==> src/rtl/uart_tx_pkg.sv <==
// ============================================================================
// Module  : uart_tx_pkg
// Purpose : Shared types and line-level constants for the UART frame
//           serializer. The BREAK state exists only when UART_TX_BREAK_EN
//           is defined.
// Revision: 1.0 - initial release
// ============================================================================
`default_nettype none

package uart_tx_pkg;

  // Frame sequencer states; explicit 3-bit encoding
  typedef enum logic [2:0] {
    IDLE   = 3'd0,
    START  = 3'd1,
    DATA   = 3'd2,
    PARITY = 3'd3,
    STOP   = 3'd4
`ifdef UART_TX_BREAK_EN
    ,
    BREAK  = 3'd5
`endif
  } tx_state_e;

  // Parity type selector values on the par_typ input
  localparam logic c_PAR_EVEN = 1'b0;
  localparam logic c_PAR_ODD  = 1'b1;

  // Serial line levels
  localparam logic c_IDLE_LEVEL  = 1'b1;
  localparam logic c_STOP_LEVEL  = 1'b1;
  localparam logic c_START_LEVEL = 1'b0;

endpackage

`default_nettype wire

==> src/rtl/uart_tx_frame_gen_if.sv <==
// ============================================================================
// Module  : uart_tx_frame_gen_if
// Purpose : Word handshake, frame configuration and serial-line bundle of the
//           UART frame serializer. send_break is present only when
//           UART_TX_BREAK_EN is defined.
// Revision: 1.0 - initial release
// ============================================================================
`default_nettype none

interface uart_tx_frame_gen_if #(
  parameter int DATA_WIDTH = 8,
  parameter int PRESCALE_W = 6
);

  logic [PRESCALE_W-1:0] prescale;
  logic                  par_en;
  logic                  par_typ;
  logic                  stop2;
  logic [DATA_WIDTH-1:0] data_in;
  logic                  data_valid;
  logic                  ready;
  logic                  tx_out;
  logic                  busy;
  logic                  frame_done;
`ifdef UART_TX_BREAK_EN
  logic                  send_break;
`endif

  // Upstream word source / configuration owner
  modport master (
`ifdef UART_TX_BREAK_EN
    output send_break,
`endif
    output prescale, par_en, par_typ, stop2, data_in, data_valid,
    input  ready, tx_out, busy, frame_done
  );

  // The serializer itself
  modport slave (
`ifdef UART_TX_BREAK_EN
    input  send_break,
`endif
    input  prescale, par_en, par_typ, stop2, data_in, data_valid,
    output ready, tx_out, busy, frame_done
  );

endinterface

`default_nettype wire

==> src/rtl/uart_tx_baud_cnt.sv <==
// ============================================================================
// Module  : uart_tx_baud_cnt
// Purpose : Bit-period down-counter. i_clear loads max(i_period,1)-1; the
//           counter flags o_bit_end on its zero cycle and reloads itself.
// Revision: 1.0 - initial release
// ============================================================================
`default_nettype none

module uart_tx_baud_cnt #(
  parameter int PRESCALE_W = 6
) (
  input  wire logic                  clk,
  input  wire logic                  rst_n,
  input  wire logic                  i_clear,
  input  wire logic [PRESCALE_W-1:0] i_period,
  output logic                       o_bit_end
);

  logic [PRESCALE_W-1:0] r_cnt;
  logic [PRESCALE_W-1:0] w_reload;

  // A period of 0 behaves as 1: reload value 0 gives a bit_end every cycle
  assign w_reload  = (i_period == '0) ? '0 : i_period - PRESCALE_W'(1);
  assign o_bit_end = (r_cnt == '0);

  // Count down, reloading on an explicit clear or on reaching the bit boundary
  always_ff @(posedge clk or negedge rst_n) begin
    if (!rst_n) begin
      r_cnt <= '0;
    end else if (i_clear || (r_cnt == '0)) begin
      r_cnt <= w_reload;
    end else begin
      r_cnt <= r_cnt - PRESCALE_W'(1);
    end
  end

endmodule

`default_nettype wire

==> src/rtl/uart_tx_frame_gen.sv <==
// ============================================================================
// Module  : uart_tx_frame_gen
// Purpose : Parametrised UART frame serializer: start, DATA_WIDTH data bits
//           LSB first, optional parity, 1 or 2 stop bits. A one-word holding
//           buffer allows back-to-back frames with no idle bit.
//           Optional feature macro: UART_TX_BREAK_EN (adds send_break and a
//           BREAK state that holds the line low for a break interval).
// Revision: 1.0 - initial release
// ============================================================================
`default_nettype none

module uart_tx_frame_gen
  import uart_tx_pkg::*;
#(
  parameter int DATA_WIDTH = 8,
  parameter int PRESCALE_W = 6
) (
  input  wire logic          clk,
  input  wire logic          rst_n,
  uart_tx_frame_gen_if.slave bus
);

  localparam int c_BIT_CNT_W = $clog2(DATA_WIDTH + 1);

  tx_state_e r_state, w_state_nxt;

  logic [DATA_WIDTH-1:0]  r_shift;
  logic [DATA_WIDTH-1:0]  r_buf;
  logic                   r_buf_full;
  logic                   r_tx;
  logic                   r_busy;
  logic                   r_par_en;
  logic                   r_par_bit;
  logic                   r_stop2;
  logic                   r_stop_cnt;
  logic [PRESCALE_W-1:0]  r_prescale;
  logic [c_BIT_CNT_W-1:0] r_bit_cnt;

  logic                   w_bit_end;
  logic                   w_ready;
  logic                   w_accept;
  logic                   w_in_idle;
  logic                   w_last_stop;
  logic                   w_take_in;
  logic                   w_take_buf;
  logic                   w_launch;
  logic                   w_fill_buf;
  logic                   w_cfg_load;
  logic                   w_shift_en;
  logic                   w_tx_nxt;
  logic                   w_par_bit;
  logic [DATA_WIDTH-1:0]  w_launch_data;
  logic [PRESCALE_W-1:0]  w_period;

`ifdef UART_TX_BREAK_EN
  localparam int c_BRK_CNT_W = $clog2(DATA_WIDTH + 4);

  logic [c_BRK_CNT_W-1:0] r_brk_cnt;
  logic [c_BRK_CNT_W-1:0] w_brk_low;
  logic [c_BRK_CNT_W-1:0] w_brk_last_low;
  logic                   w_brk_start;

  // Break holds the line low for DATA_WIDTH+par_en+2 bit periods
  assign w_brk_low      = c_BRK_CNT_W'(DATA_WIDTH + 2) + {{(c_BRK_CNT_W-1){1'b0}}, r_par_en};
  assign w_brk_last_low = w_brk_low - c_BRK_CNT_W'(1);
  // A word accepted in the same idle cycle wins over a break request
  assign w_brk_start    = w_in_idle && bus.send_break && !w_accept;
  assign w_ready        = !r_buf_full && (r_state != BREAK);
  assign w_cfg_load     = w_launch || w_brk_start;
`else
  assign w_ready        = !r_buf_full;
  assign w_cfg_load     = w_launch;
`endif

  assign w_in_idle   = (r_state == IDLE);
  assign w_accept    = bus.data_valid && w_ready;
  assign w_last_stop = (r_state == STOP) && w_bit_end && (!r_stop2 || r_stop_cnt);

  // A word arriving in IDLE or on the final stop cycle launches straight away;
  // otherwise it parks in the holding buffer until the current frame ends.
  assign w_take_in     = w_accept && (w_in_idle || w_last_stop);
  assign w_take_buf    = w_last_stop && r_buf_full;
  assign w_launch      = w_take_in || w_take_buf;
  assign w_fill_buf    = w_accept && !w_take_in;
  assign w_launch_data = w_take_buf ? r_buf : bus.data_in;
  assign w_par_bit     = (bus.par_typ == c_PAR_EVEN) ? ^w_launch_data : ~^w_launch_data;

  // Fresh prescale on the loading edge, latched copy for every later reload
  assign w_period = w_cfg_load ? bus.prescale : r_prescale;

  uart_tx_baud_cnt #(
    .PRESCALE_W (PRESCALE_W)
  ) u_baud_cnt (
    .clk       (clk),
    .rst_n     (rst_n),
    .i_clear   (w_cfg_load),
    .i_period  (w_period),
    .o_bit_end (w_bit_end)
  );

  assign bus.ready      = w_ready;
  assign bus.tx_out     = r_tx;
  assign bus.busy       = r_busy;
  assign bus.frame_done = w_last_stop;

  // State register
  always_ff @(posedge clk or negedge rst_n) begin
    if (!rst_n) begin
      r_state <= IDLE;
    end else begin
      r_state <= w_state_nxt;
    end
  end

  // Next state and next serial-line level, decided on bit boundaries
  always_comb begin
    w_state_nxt = r_state;
    w_tx_nxt    = r_tx;
    w_shift_en  = 1'b0;
    case (r_state)
      IDLE: begin
        if (w_launch) begin
          w_state_nxt = START;
          w_tx_nxt    = c_START_LEVEL;
        end
`ifdef UART_TX_BREAK_EN
        else if (w_brk_start) begin
          w_state_nxt = BREAK;
          w_tx_nxt    = c_START_LEVEL;
        end
`endif
      end
      START: begin
        if (w_bit_end) begin
          w_state_nxt = DATA;
          w_tx_nxt    = r_shift[0];
          w_shift_en  = 1'b1;
        end
      end
      DATA: begin
        if (w_bit_end) begin
          if (r_bit_cnt == c_BIT_CNT_W'(DATA_WIDTH)) begin
            w_state_nxt = r_par_en ? PARITY : STOP;
            w_tx_nxt    = r_par_en ? r_par_bit : c_STOP_LEVEL;
          end else begin
            w_tx_nxt    = r_shift[0];
            w_shift_en  = 1'b1;
          end
        end
      end
      PARITY: begin
        if (w_bit_end) begin
          w_state_nxt = STOP;
          w_tx_nxt    = c_STOP_LEVEL;
        end
      end
      STOP: begin
        if (w_last_stop) begin
          w_state_nxt = w_launch ? START : IDLE;
          w_tx_nxt    = w_launch ? c_START_LEVEL : c_IDLE_LEVEL;
        end
      end
`ifdef UART_TX_BREAK_EN
      BREAK: begin
        if (w_bit_end) begin
          if (r_brk_cnt == w_brk_low) begin
            w_state_nxt = IDLE;
            w_tx_nxt    = c_IDLE_LEVEL;
          end else if (r_brk_cnt == w_brk_last_low) begin
            w_tx_nxt    = c_STOP_LEVEL;
          end
        end
      end
`endif
      default: begin
        w_state_nxt = IDLE;
        w_tx_nxt    = c_IDLE_LEVEL;
      end
    endcase
  end

  // Frame datapath: line register, config latch, shifter, holding buffer
  always_ff @(posedge clk or negedge rst_n) begin
    if (!rst_n) begin
      r_tx       <= c_IDLE_LEVEL;
      r_busy     <= 1'b0;
      r_prescale <= '0;
      r_par_en   <= 1'b0;
      r_par_bit  <= 1'b0;
      r_stop2    <= 1'b0;
      r_stop_cnt <= 1'b0;
      r_shift    <= '0;
      r_bit_cnt  <= '0;
      r_buf      <= '0;
      r_buf_full <= 1'b0;
    end else begin
      r_tx   <= w_tx_nxt;
      r_busy <= (w_state_nxt != IDLE);

      if (w_cfg_load) begin
        r_prescale <= bus.prescale;
        r_par_en   <= bus.par_en;
      end

      if (w_launch) begin
        r_stop2   <= bus.stop2;
        r_par_bit <= w_par_bit;
        r_shift   <= w_launch_data;
        r_bit_cnt <= '0;
      end else if (w_shift_en) begin
        r_shift   <= r_shift >> 1;
        r_bit_cnt <= r_bit_cnt + c_BIT_CNT_W'(1);
      end

      // Stop-bit counter is meaningful only while in STOP
      if (r_state != STOP) begin
        r_stop_cnt <= 1'b0;
      end else if (w_bit_end) begin
        r_stop_cnt <= 1'b1;
      end

      if (w_take_buf) begin
        r_buf_full <= 1'b0;
      end else if (w_fill_buf) begin
        r_buf      <= bus.data_in;
        r_buf_full <= 1'b1;
      end
    end
  end

`ifdef UART_TX_BREAK_EN
  // Count completed bit periods of a break
  always_ff @(posedge clk or negedge rst_n) begin
    if (!rst_n) begin
      r_brk_cnt <= '0;
    end else if (w_brk_start) begin
      r_brk_cnt <= '0;
    end else if ((r_state == BREAK) && w_bit_end) begin
      r_brk_cnt <= r_brk_cnt + c_BRK_CNT_W'(1);
    end
  end
`endif

endmodule

`default_nettype wire
==> src/flat_wrapper.sv <==
// flat-port wrapper written by rule: the top's interface ports become plain ports
module uart_tx_frame_gen_flat import uart_tx_pkg::*;
#(
  parameter int DATA_WIDTH = 8,
  parameter int PRESCALE_W = 6
)
  (clk, rst_n, bus_prescale, bus_par_en, bus_par_typ, bus_stop2, bus_data_in, bus_data_valid, bus_ready, bus_tx_out, bus_busy, bus_frame_done);
  uart_tx_frame_gen_if #(.DATA_WIDTH(DATA_WIDTH), .PRESCALE_W(PRESCALE_W)) bus_i ();
  input  wire logic clk;
  input  wire logic rst_n;
  input wire logic [$bits(bus_i.prescale)-1:0] bus_prescale;
  input wire logic [$bits(bus_i.par_en)-1:0] bus_par_en;
  input wire logic [$bits(bus_i.par_typ)-1:0] bus_par_typ;
  input wire logic [$bits(bus_i.stop2)-1:0] bus_stop2;
  input wire logic [$bits(bus_i.data_in)-1:0] bus_data_in;
  input wire logic [$bits(bus_i.data_valid)-1:0] bus_data_valid;
  output wire logic [$bits(bus_i.ready)-1:0] bus_ready;
  output wire logic [$bits(bus_i.tx_out)-1:0] bus_tx_out;
  output wire logic [$bits(bus_i.busy)-1:0] bus_busy;
  output wire logic [$bits(bus_i.frame_done)-1:0] bus_frame_done;
  assign bus_i.prescale = bus_prescale;
  assign bus_i.par_en = bus_par_en;
  assign bus_i.par_typ = bus_par_typ;
  assign bus_i.stop2 = bus_stop2;
  assign bus_i.data_in = bus_data_in;
  assign bus_i.data_valid = bus_data_valid;
  assign bus_ready = bus_i.ready;
  assign bus_tx_out = bus_i.tx_out;
  assign bus_busy = bus_i.busy;
  assign bus_frame_done = bus_i.frame_done;
  uart_tx_frame_gen #(.DATA_WIDTH(DATA_WIDTH), .PRESCALE_W(PRESCALE_W)) u_core (.clk(clk), .rst_n(rst_n), .bus(bus_i));
endmodule
==> config.mk <==
export PLATFORM = sky130hd
export DESIGN_NAME = uart_tx_frame_gen_flat
export DESIGN_NICKNAME = d
export VERILOG_FILES = /design/src/rtl/uart_tx_pkg.sv /design/src/rtl/uart_tx_frame_gen_if.sv /design/src/rtl/uart_tx_baud_cnt.sv /design/src/rtl/uart_tx_frame_gen.sv /design/src/flat_wrapper.sv
export SDC_FILE = /design/constraint.sdc
export NUM_CORES = 1
export LEC_CHECK = 0
export BUFFER_PORTS_ARGS = -buffer_cell sky130_fd_sc_hd__buf_2
export CELL_PAD_IN_SITES_DETAIL_PLACEMENT = 1
export CELL_PAD_IN_SITES_GLOBAL_PLACEMENT = 1
export CORE_UTILIZATION = 49
export DETAILED_ROUTE_END_ITERATION = 8
export GPL_ROUTABILITY_DRIVEN = 0
export PLACE_DENSITY = 0.93
export SLEW_MARGIN = 15
export SYNTH_ARGS = -nofsm -noshare
export SYNTH_HDL_FRONTEND = slang
export SYNTH_SLANG_ARGS = --single-unit
==> constraint.sdc <==
create_clock -name clk -period 7.55 [get_ports clk]
set_input_delay 1.51 -clock clk [delete_from_list [all_inputs] [get_ports clk]]
set_output_delay 1.51 -clock clk [all_outputs]
set_load 0.005 [all_outputs]
==> flow_metrics.py, run 1 <==
metrics = {
    "die": {
        "die_height_microns": 71.87,
        "core_area_sq_um": 4723,
        "num_rows": 25,
        "ioPinCount": 24,
        "die_area_sq_um": 5165,
        "die_w_microns": 71.87,
        "start_util_pct": 50.65,
    },
    "route": {
        "routedWlPerCell_microns": 16.62,
        "drc_errors": 0,
        "drt_wl_total_mm": 5.417,
        "firstDrtPassIters": 4,
        "drtIter0Drc": 104,
        "via_per_inst": 5.681,
        "dr_total_vias": 1852,
        "postRouteAntennaNets": 0,
    },
    "clock_tree": {
        "postCtsSetupRepairBufs": 0,
        "cts.htree.levels": 2,
        "cts_resized": 0,
        "max-clock-path-buffers": 2,
        "clock-root-buffer": "clkbuf_8",
        "clkLatencyLatePin_ns": 0.31,
        "hold_buffers": 0,
        "path_clk_slew_ns": 0.08,
        "cts_tree": "built",
        "cts-buffers-inserted": 5,
        "cts_sinks": 42,
    },
    "synth": {
        "synth_seq_cells": 42,
        "muxShareOfSynthArea_pct": 11.61,
        "synth-simple-area-share_pct": 17.68,
        "yosysWarnings": 0,
        "syn_avg_cell_area_sq_um": 10.05,
        "synthCells": 238,
        "synthArstFlopShare_pct": 100.0,
        "synth_top_family_by_area": "simple AND/OR/NAND/NOR gates",
        "synth-edff-count": 0,
        "synth-main-ff-cell": "dfrtp_1",
        "ys_types": 45,
        "synth_seq_area_share_pct": 43.99,
        "yosysTopAreaCell": "dfrtp_1",
        "synth.area.top_cells": "dfrtp_1, mux2_2, mux2i_1, xnor2_1, a21oi_1",
        "synth_xor_area_share_pct": 6.956,
        "yosysTopAreaCellShare_pct": 42.89,
        "synth_compound_area_share_pct": 13.08,
        "yosys.area_share.adder_pct": 2.615,
        "netlist_area_sq_um": 2392,
        "syn_nets": 263,
    },
    "timing": {
        "post-route-period-util_pct": 43.22,
        "setup_viol": 0,
        "rsz0062_at_grt": "no",
        "max_slew_margin_pct": 37.18,
        "fin_setup_tns_ns": 0,
        "fin_crit_ns": 3.263,
        "fmax_mhz": 306.4,
        "final_max_slew_viol_count": 0,
        "timing_hold_violations_final": 0,
        "tightest_slew_ns": 0.9423,
        "skew_ns": 0.01423,
    },
    "grt": {
        "grtUsageMet2_pct": 39.41,
        "track_usage_pct": 23.86,
        "first_global_vias": 1950,
        "grtUsageMet1_pct": 30.31,
        "grt_pass1_wl_mm": 9.390,
        "grt_max_degree": 43,
        "met3_usage_pct": 6.188,
        "antenna_found_initial": 0,
        "busiest_layer": "met2",
        "overflow": 0,
    },
    "setup_path": {
        "crit_path_max_fanout": 15,
        "reg2regPathDepth": 14,
        "cp.arrival_ns": 1.75,
        "criticalPathCategory": "reg -> out",
        "cp-end-kind": "primary output",
        "cp.required_ns": 6.04,
        "start_kind": "flop",
    },
    "status": {
        "status": "completed",
    },
    "run": {
        "cap_viol_max_count": 0,
    },
    "place": {
        "hpwlAfterDp_mm": 3.946,
        "io_buffers": 23,
    },
    "finish": {
        "syn_to_final_growth_pct": 10.93,
        "diodes": 0,
        "final_cell_mix": "dfrtp_1, buf_2, nor2_1",
        "final_common_cell": "dfrtp_1",
        "drive_above_1_share_pct": 20.08,
        "nets": 283,
    },
    "worst_hold_path": {
        "hold_path_class": "reg -> reg",
        "whs_path_depth": 2,
    },
    "power_and_ir_drop": {
        "vdd_drop_max_mv": 0.1897,
        "power_mw": 0.9044,
        "powerDensity_nw_per_um2": 340.8,
        "power_leakage_nw": 1.215,
    },
}
critical path, stage by stage, from the launching register on:
cell and delay (ns):
dfrtp_1 0.40, inv_1 0.10, ha_1 0.14, nor2b_1 0.27, nand4_4 0.19, clkinv_2 0.21, buf_2 0.15
cell type report:
class	count	area, sq um
fill	543	2069
multi-input combinational	173	1242
sequential	42	1052
timing repair buffer	24	122.6
tap	67	83.83
clock buffer	7	76.32
inverter	12	46.29
clock inverter	1	30.03
final timing paths:
path | from | to | slack (ns)
min | u_core.bus.tx_out | u_core.bus.tx_out | 0.49
max in group asynchronous | rst_n | u_core.r_bit_cnt[0] | 5.61
max | u_core.u_baud_cnt.r_cnt[0] | bus_frame_done | 4.29
min in group asynchronous | rst_n | u_core.r_buf[6] | 1.34
max reg2reg | u_core.u_baud_cnt.r_cnt[0] | u_core.u_baud_cnt.r_cnt[4] | 4.70
min reg2reg | u_core.bus.tx_out | u_core.bus.tx_out | 0.49
cells by family after synthesis:
| logic type | Yosys count |
|---|---|
| flops | 42 |
| xor+xnor | 19 |
| mux | 26 |
| simple gates | 74 |
| buf+inv | 23 |
| compound gates | 49 |
| fa+ha+maj | 5 |
flip-flops by register name (all words and copies together), names as in the netlist, 3 cells and up:
signal	flops
u_core.r_state	3
u_core.r_buf	8
u_core.u_baud_cnt.r_cnt	6
u_core.r_prescale	6
u_core.r_bit_cnt	4
u_core.r_shift	8
synth_stat cells (6+ instances only):
library cell	instances
dfrtp_1	41
nor2_1	16
mux2_2	14
a21oi_1	13
nand2_1	13
xnor2_1	13
mux2i_1	12
o21ai_0	12
inv_1	11
and3_1	7
nand3_1	7
a211oi_1	6
nor3_1	6
or3_1	6
xor2_1	6
through the flow:
stage	cells	setup slack [ns]	hold slack, ns	util (%)	instance area [sq um]
2_1_floorplan	238	4.515	0.4574	-	2392
3_3_place_gp	318	4.320	0.4787	53.93	2547
3_5_place_dp	318	4.211	0.4788	53.93	2547
4_1_cts	326	4.256	0.4918	56.19	2654
5_1_grt	326	4.135	0.5178	56.19	2654
6_report	326	4.287	0.4906	56.19	2654
metal layers:
metal / up-vias / wire (microns)
li1: 889 / -
met1: 920 / 2439
met2: 34 / 2686
met3: 9 / 198
met4: 0 / 93
met5: - / 0
report_power, final:
part           internal (mW)  leakage [nW]  total, mW  switching (mW)
logic                  0.156         0.659      0.305           0.148
clock network         0.0990        0.0524      0.177          0.0777
registers              0.325         0.504      0.423          0.0980
(Power assumes the default switching activity.)
==> run 2: changes to the inputs <==
Settings changed: CORE_UTILIZATION 49 to 46, PLACE_DENSITY 0.93 to 0.88.
Clock period 7.55 ns to 3.3 ns, I/O delays scaled along.
==> flow_metrics.py, run 2 (synthesis gave the netlist of run 1 again) <==
metrics = {
    "status": {
        "status": "completed",
    },
    "grt": {
        "track_usage_pct": 23.38,
        "first_global_vias": 1967,
        "grt_max_degree": 43,
        "grtUsageMet2_pct": 40.20,
        "antenna_found_initial": 0,
        "overflow": 0,
        "grtUsageMet1_pct": 29.76,
        "grt_pass1_wl_mm": 9.501,
        "busiest_layer": "met2",
        "met3_usage_pct": 4.201,
    },
    "die": {
        "die_height_microns": 74.12,
        "ioPinCount": 24,
        "start_util_pct": 49.34,
        "die_area_sq_um": 5493,
        "die_w_microns": 74.12,
        "num_rows": 25,
        "core_area_sq_um": 4848,
    },
    "timing": {
        "final_max_slew_viol_count": 0,
        "fmax_mhz": 363.6,
        "post-route-period-util_pct": 83.34,
        "tightest_slew_ns": 0.9538,
        "setup_slack_ns": 0.5497,
        "timing_hold_violations_final": 0,
        "fin_setup_tns_ns": 0,
        "setup_viol": 0,
        "fin_crit_ns": 2.750,
        "rsz0062_at_grt": "no",
        "skew_ns": 0.01101,
        "max_slew_margin_pct": 36.41,
    },
    "route": {
        "postRouteAntennaNets": 0,
        "dr_total_vias": 1893,
        "drtIter0Drc": 99,
        "drt_wl_total_mm": 5.603,
        "firstDrtPassIters": 4,
        "routedWlPerCell_microns": 17.19,
        "via_per_inst": 5.807,
        "drc_errors": 0,
    },
    "setup_path": {
        "worst_path_dominant_cell_family": "compound AO/OA/AOI/OAI gates",
        "path_buf_inv": 2,
        "cpMaxStageDelayCell": "dfrtp_1",
        "criticalPathCategory": "reg -> reg",
        "max_stage_delay_ns": 0.38,
        "worstPathCellList": "inv_1, ha_1, nor2b_1, nand4_4, clkinv_2, o22ai_2, mux2i_1, ha_1, nand2_1, xnor2_1, o2111ai_1, o21ai_0",
        "cp-end-kind": "flop",
        "start_kind": "flop",
        "cp.required_ns": 3.46,
        "crit_path_frequent_cell": "ha_1",
        "cp.arrival_ns": 2.91,
        "crit_path_max_fanout": 15,
    },
    "clock_tree": {
        "clock-root-buffer": "clkbuf_8",
        "cts.htree.levels": 2,
        "cts_resized": 0,
        "hold_buffers": 0,
        "cts-buffers-inserted": 5,
        "postCtsSetupRepairBufs": 0,
        "cts_sinks": 42,
        "path_clk_slew_ns": 0.08,
        "clkLatencyLatePin_ns": 0.30,
        "max-clock-path-buffers": 2,
        "cts_tree": "built",
    },
    "worst_hold_path": {
        "hold_path_class": "reg -> reg",
    },
    "finish": {
        "final_common_cell": "dfrtp_1",
        "diodes": 0,
        "final_cell_mix": "dfrtp_1, buf_2, nor2_1",
        "finish.utilization_pct": 54.43,
        "nets": 283,
        "reg_top3": "u_core.r_buf: 8 flops, u_core.r_shift: 8 flops",
        "drive_above_1_share_pct": 20.46,
        "syn_to_final_growth_pct": 10.30,
    },
    "place": {
        "pre_cts_slack_ns": 0.5371,
        "hpwlAfterDp_mm": 4.070,
        "io_buffers": 23,
    },
    "power_and_ir_drop": {
        "clkPwrFrac_pct": 17.0,
        "p_comb_share_pct": 35.1,
        "powerDensity_nw_per_um2": 768.7,
        "swShare_pct": 37.33,
        "seqPwrFrac_pct": 47.9,
        "vdd_drop_max_mv": 0.3586,
        "p_int_mw": 1.271,
        "switching_power_mw": 0.7572,
        "power_leakage_nw": 1.211,
    },
    "run": {
        "cap_viol_max_count": 0,
    },
}
## run 2: changes by cell type in the layout (fill, tap and decap cells not counted), sizes merged
cell    change
bufinv      -1
clkinv      +1
## run 2: area by class of cell
type | instances | area, sq um
clock buffers | 7 | 86.33
fillers | 562 | 2210
multi-input cells | 173 | 1242
well taps | 67 | 83.83
repair buffers | 24 | 122.6
flip-flops and latches | 42 | 1052
clock inverters | 1 | 5.005
inverters | 12 | 46.29
## run 2: routing by layer
metal | vias to the layer above | share of wire [%]
met5 | - | 0
met4 | 0 | 1.3
met3 | 5 | 3.2
met2 | 40 | 51
met1 | 960 | 44
li1 | 888 | -
## run 2: per-stage QoR
stage / hold slack (ns) / total power, mW / cells / cell area [sq um]
floorplan: 0.3644 / 1.473 / 238 / 2392
global placement: 0.4702 / 1.641 / 318 / 2547
detailed placement: 0.4722 / 1.691 / 318 / 2547
CTS: 0.4860 / 2.046 / 326 / 2639
global route: 0.5322 / 2.183 / 326 / 2639
finish: 0.4798 / 2.028 / 326 / 2639
## run 2: final timing paths
kind	to	start	slack (ns)	cells after the start
hold / removal	u_core.bus.tx_out	u_core.bus.tx_out	0.48	2
min in group asynchronous	u_core.r_par_bit	rst_n	0.50	1
max in group asynchronous	u_core.u_baud_cnt.r_cnt[5]	rst_n	2.19	1
hold reg to reg	u_core.bus.tx_out	u_core.bus.tx_out	0.48	2
setup / recovery	u_core.u_baud_cnt.r_cnt[4]	u_core.u_baud_cnt.r_cnt[0]	0.55	12
setup reg to reg	u_core.u_baud_cnt.r_cnt[4]	u_core.u_baud_cnt.r_cnt[0]	0.55	12
## run 2: worst min-delay path, delay by kind of cell (launching register included)
kind,cells,cell delay (ns)
DFF,1,0.37
AOI/OAI and AO/OA,1,0.07
buffers and inverters,1,0.04
## run 2: power groups by stage
stage	sequential [mW]	clock (mW)	combinational, mW
2_1_floorplan	0.889	0	0.584
3_3_place_gp	0.964	0	0.677
3_5_place_dp	0.979	0	0.712
4_1_cts	0.971	0.354	0.721
5_1_grt	1.01	0.376	0.799
6_report	0.971	0.345	0.713
==> run 3: changes to the inputs <==
Settings changed: CORE_UTILIZATION 46 to 41, PLACE_DENSITY 0.88 to 0.84.
Clock period 3.3 ns to 2.5 ns, I/O delays scaled along.
==> flow_metrics.py, run 3 (synthesis gave the netlist of run 1 again) <==
metrics = {
    "status": {
        "status": "completed",
    },
    "clock_tree": {
        "clkLatencyLatePin_ns": 0.30,
        "cts.htree.levels": 2,
        "path_clk_slew_ns": 0.08,
        "hold_buffers": 0,
        "cts_tree": "built",
        "cts-buffers-inserted": 5,
        "cts_sinks": 42,
        "max-clock-path-buffers": 2,
        "clock-root-buffer": "clkbuf_8",
    },
    "die": {
        "ioPinCount": 24,
        "core_area_sq_um": 5574,
        "start_util_pct": 42.92,
        "die_height_microns": 78.39,
        "num_rows": 27,
        "die_w_microns": 78.39,
        "die_area_sq_um": 6144,
    },
    "finish": {
        "syn_to_final_growth_pct": 16.68,
        "diodes": 0,
        "drive_above_1_share_pct": 26.10,
        "nets": 297,
        "reg_top3": "u_core.r_buf: 8 flops, u_core.r_shift: 8 flops",
        "final_cell_mix": "dfrtp_1, buf_2, nor2_1",
        "finish.utilization_pct": 50.08,
        "final_common_cell": "dfrtp_1",
        "instances_no_fill": 344,
    },
    "setup_path": {
        "ff2ff_setup_slack_ns": 0.11,
        "crit_path_frequent_cell": "nand2_1",
        "max_stage_delay_ns": 0.48,
        "crit_path_max_fanout": 10,
        "start_kind": "flop",
        "reg2reg_to": "u_core.u_baud_cnt.r_cnt[4]",
        "cp.required_ns": 2.67,
        "criticalPathCategory": "reg -> reg",
        "reg2regPathDepth": 10,
        "cp-end-kind": "flop",
        "cpMaxStageDelayCell": "nor4_2",
        "cp.arrival_ns": 2.56,
        "worstPathCellList": "buf_4, nor4_2, o22ai_4, mux2i_2, ha_2, nand2_1, xor2_1, nand2_1, o2111ai_1, o21ai_1",
        "rr_startpoint": "u_core.r_state[1]",
    },
    "route": {
        "drt_wl_total_mm": 5.921,
        "via_per_inst": 5.663,
        "postRouteAntennaNets": 0,
        "drtIter0Drc": 83,
        "drc_errors": 0,
        "firstDrtPassIters": 4,
        "dr_total_vias": 1948,
        "routedWlPerCell_microns": 17.21,
    },
    "place": {
        "hpwlAfterDp_mm": 4.326,
        "place_inst": 333,
        "io_buffers": 23,
    },
    "timing": {
        "post-route-period-util_pct": 95.72,
        "final_max_slew_viol_count": 0,
        "skew_ns": 0.006291,
        "setup_viol": 0,
        "timing_hold_violations_final": 0,
        "tightest_slew_ns": 0.4878,
        "fin_setup_tns_ns": 0,
        "fmax_mhz": 417.9,
        "max_slew_margin_pct": 67.21,
        "fin_crit_ns": 2.393,
    },
    "grt": {
        "first_global_vias": 2021,
        "grt_pass1_wl_mm": 9.749,
        "grt_max_degree": 23,
        "antenna_found_initial": 0,
        "track_usage_pct": 20.74,
        "overflow": 0,
    },
    "power_and_ir_drop": {
        "power_leakage_nw": 1.278,
        "powerDensity_nw_per_um2": 1042,
        "vdd_drop_max_mv": 0.3407,
    },
    "worst_hold_path": {
        "hold_path_class": "in -> async",
    },
    "run": {
        "cap_viol_max_count": 0,
    },
}
[run 3: changes by cell type in the layout (fill, tap and decap cells not counted), sizes merged]
cell / change
bufinv: +1
buf: +14
clkinv: -1
clkbuf: -1
[run 3: report_power, final]
part           switching [mW]  internal (mW)
Combinational           0.553          0.569
Sequential              0.251          0.983
Clock                   0.233          0.320
Total                    1.04           1.87
[run 3: layout make-up]
type | count | area, sq um
Fill cell | 643 | 2783
Multi-Input combinational cell | 173 | 1262
Sequential cell | 42 | 1052
Timing Repair Buffer | 38 | 227.7
Tap cell | 72 | 90.09
Clock buffer | 6 | 82.58
Inverter | 12 | 46.29
Clock inverter | 1 | 30.03
[run 3: metal layers]
layer | vias up | global-route usage (%) | wire [microns]
met1 | 994 | 26.06 | 2694
met3 | 8 | 3.372 | 153
met2 | 29 | 36.75 | 2999
met5 | - | 0 | 0
met4 | 0 | 5.556 | 72
li1 | 917 | - | -
[run 3: worst max-delay path by stage]
| stage | from | endpoint | cells past startpoint |
|---|---|---|---|
| after floorplan | u_core.u_baud_cnt.r_cnt[0] | u_core.u_baud_cnt.r_cnt[4] | 13 |
| after global placement | u_core.u_baud_cnt.r_cnt[0] | u_core.u_baud_cnt.r_cnt[4] | 13 |
| after detailed placement | u_core.u_baud_cnt.r_cnt[0] | u_core.u_baud_cnt.r_cnt[4] | 13 |
| after CTS | u_core.u_baud_cnt.r_cnt[0] | u_core.u_baud_cnt.r_cnt[4] | 13 |
| after global routing | u_core.u_baud_cnt.r_cnt[0] | u_core.u_baud_cnt.r_cnt[4] | 13 |
| final | u_core.r_state[1] | u_core.u_baud_cnt.r_cnt[4] | 10 |
[run 3: what timing repair did]
item,in CTS,in global routing
gates resized for setup,0,6
buffers inserted,0,4
endpoints found under the setup margin,0,1
[run 3: worst max-delay path, delay by kind of cell, from the launching register on]
kind | cells | cell delay [ns]
AND/OR/NAND/NOR | 3 | 0.64
XOR/XNOR | 1 | 0.17
AO/OA/AOI/OAI | 3 | 0.40
flip-flops | 1 | 0.40
buffers and inverters | 1 | 0.18
adder cells (fa/ha/maj) | 1 | 0.24
multiplexers | 1 | 0.24
[run 3: metrics by stage]
stage | worst slack [ns] | hold WS [ns] | cell area [sq um] | total power [mW]
global placement | 0.2562 | 0.4725 | 2629 | 2.212
finish | 0.1071 | 0.1497 | 2791 | 2.909
CTS | 0.03189 | 0.1607 | 2741 | 2.860
detailed placement | 0.1255 | 0.4775 | 2629 | 2.294
global route | -0.05372 | 0.1791 | 2791 | 3.114
floorplan | 0.03584 | 0.2044 | 2392 | 1.945
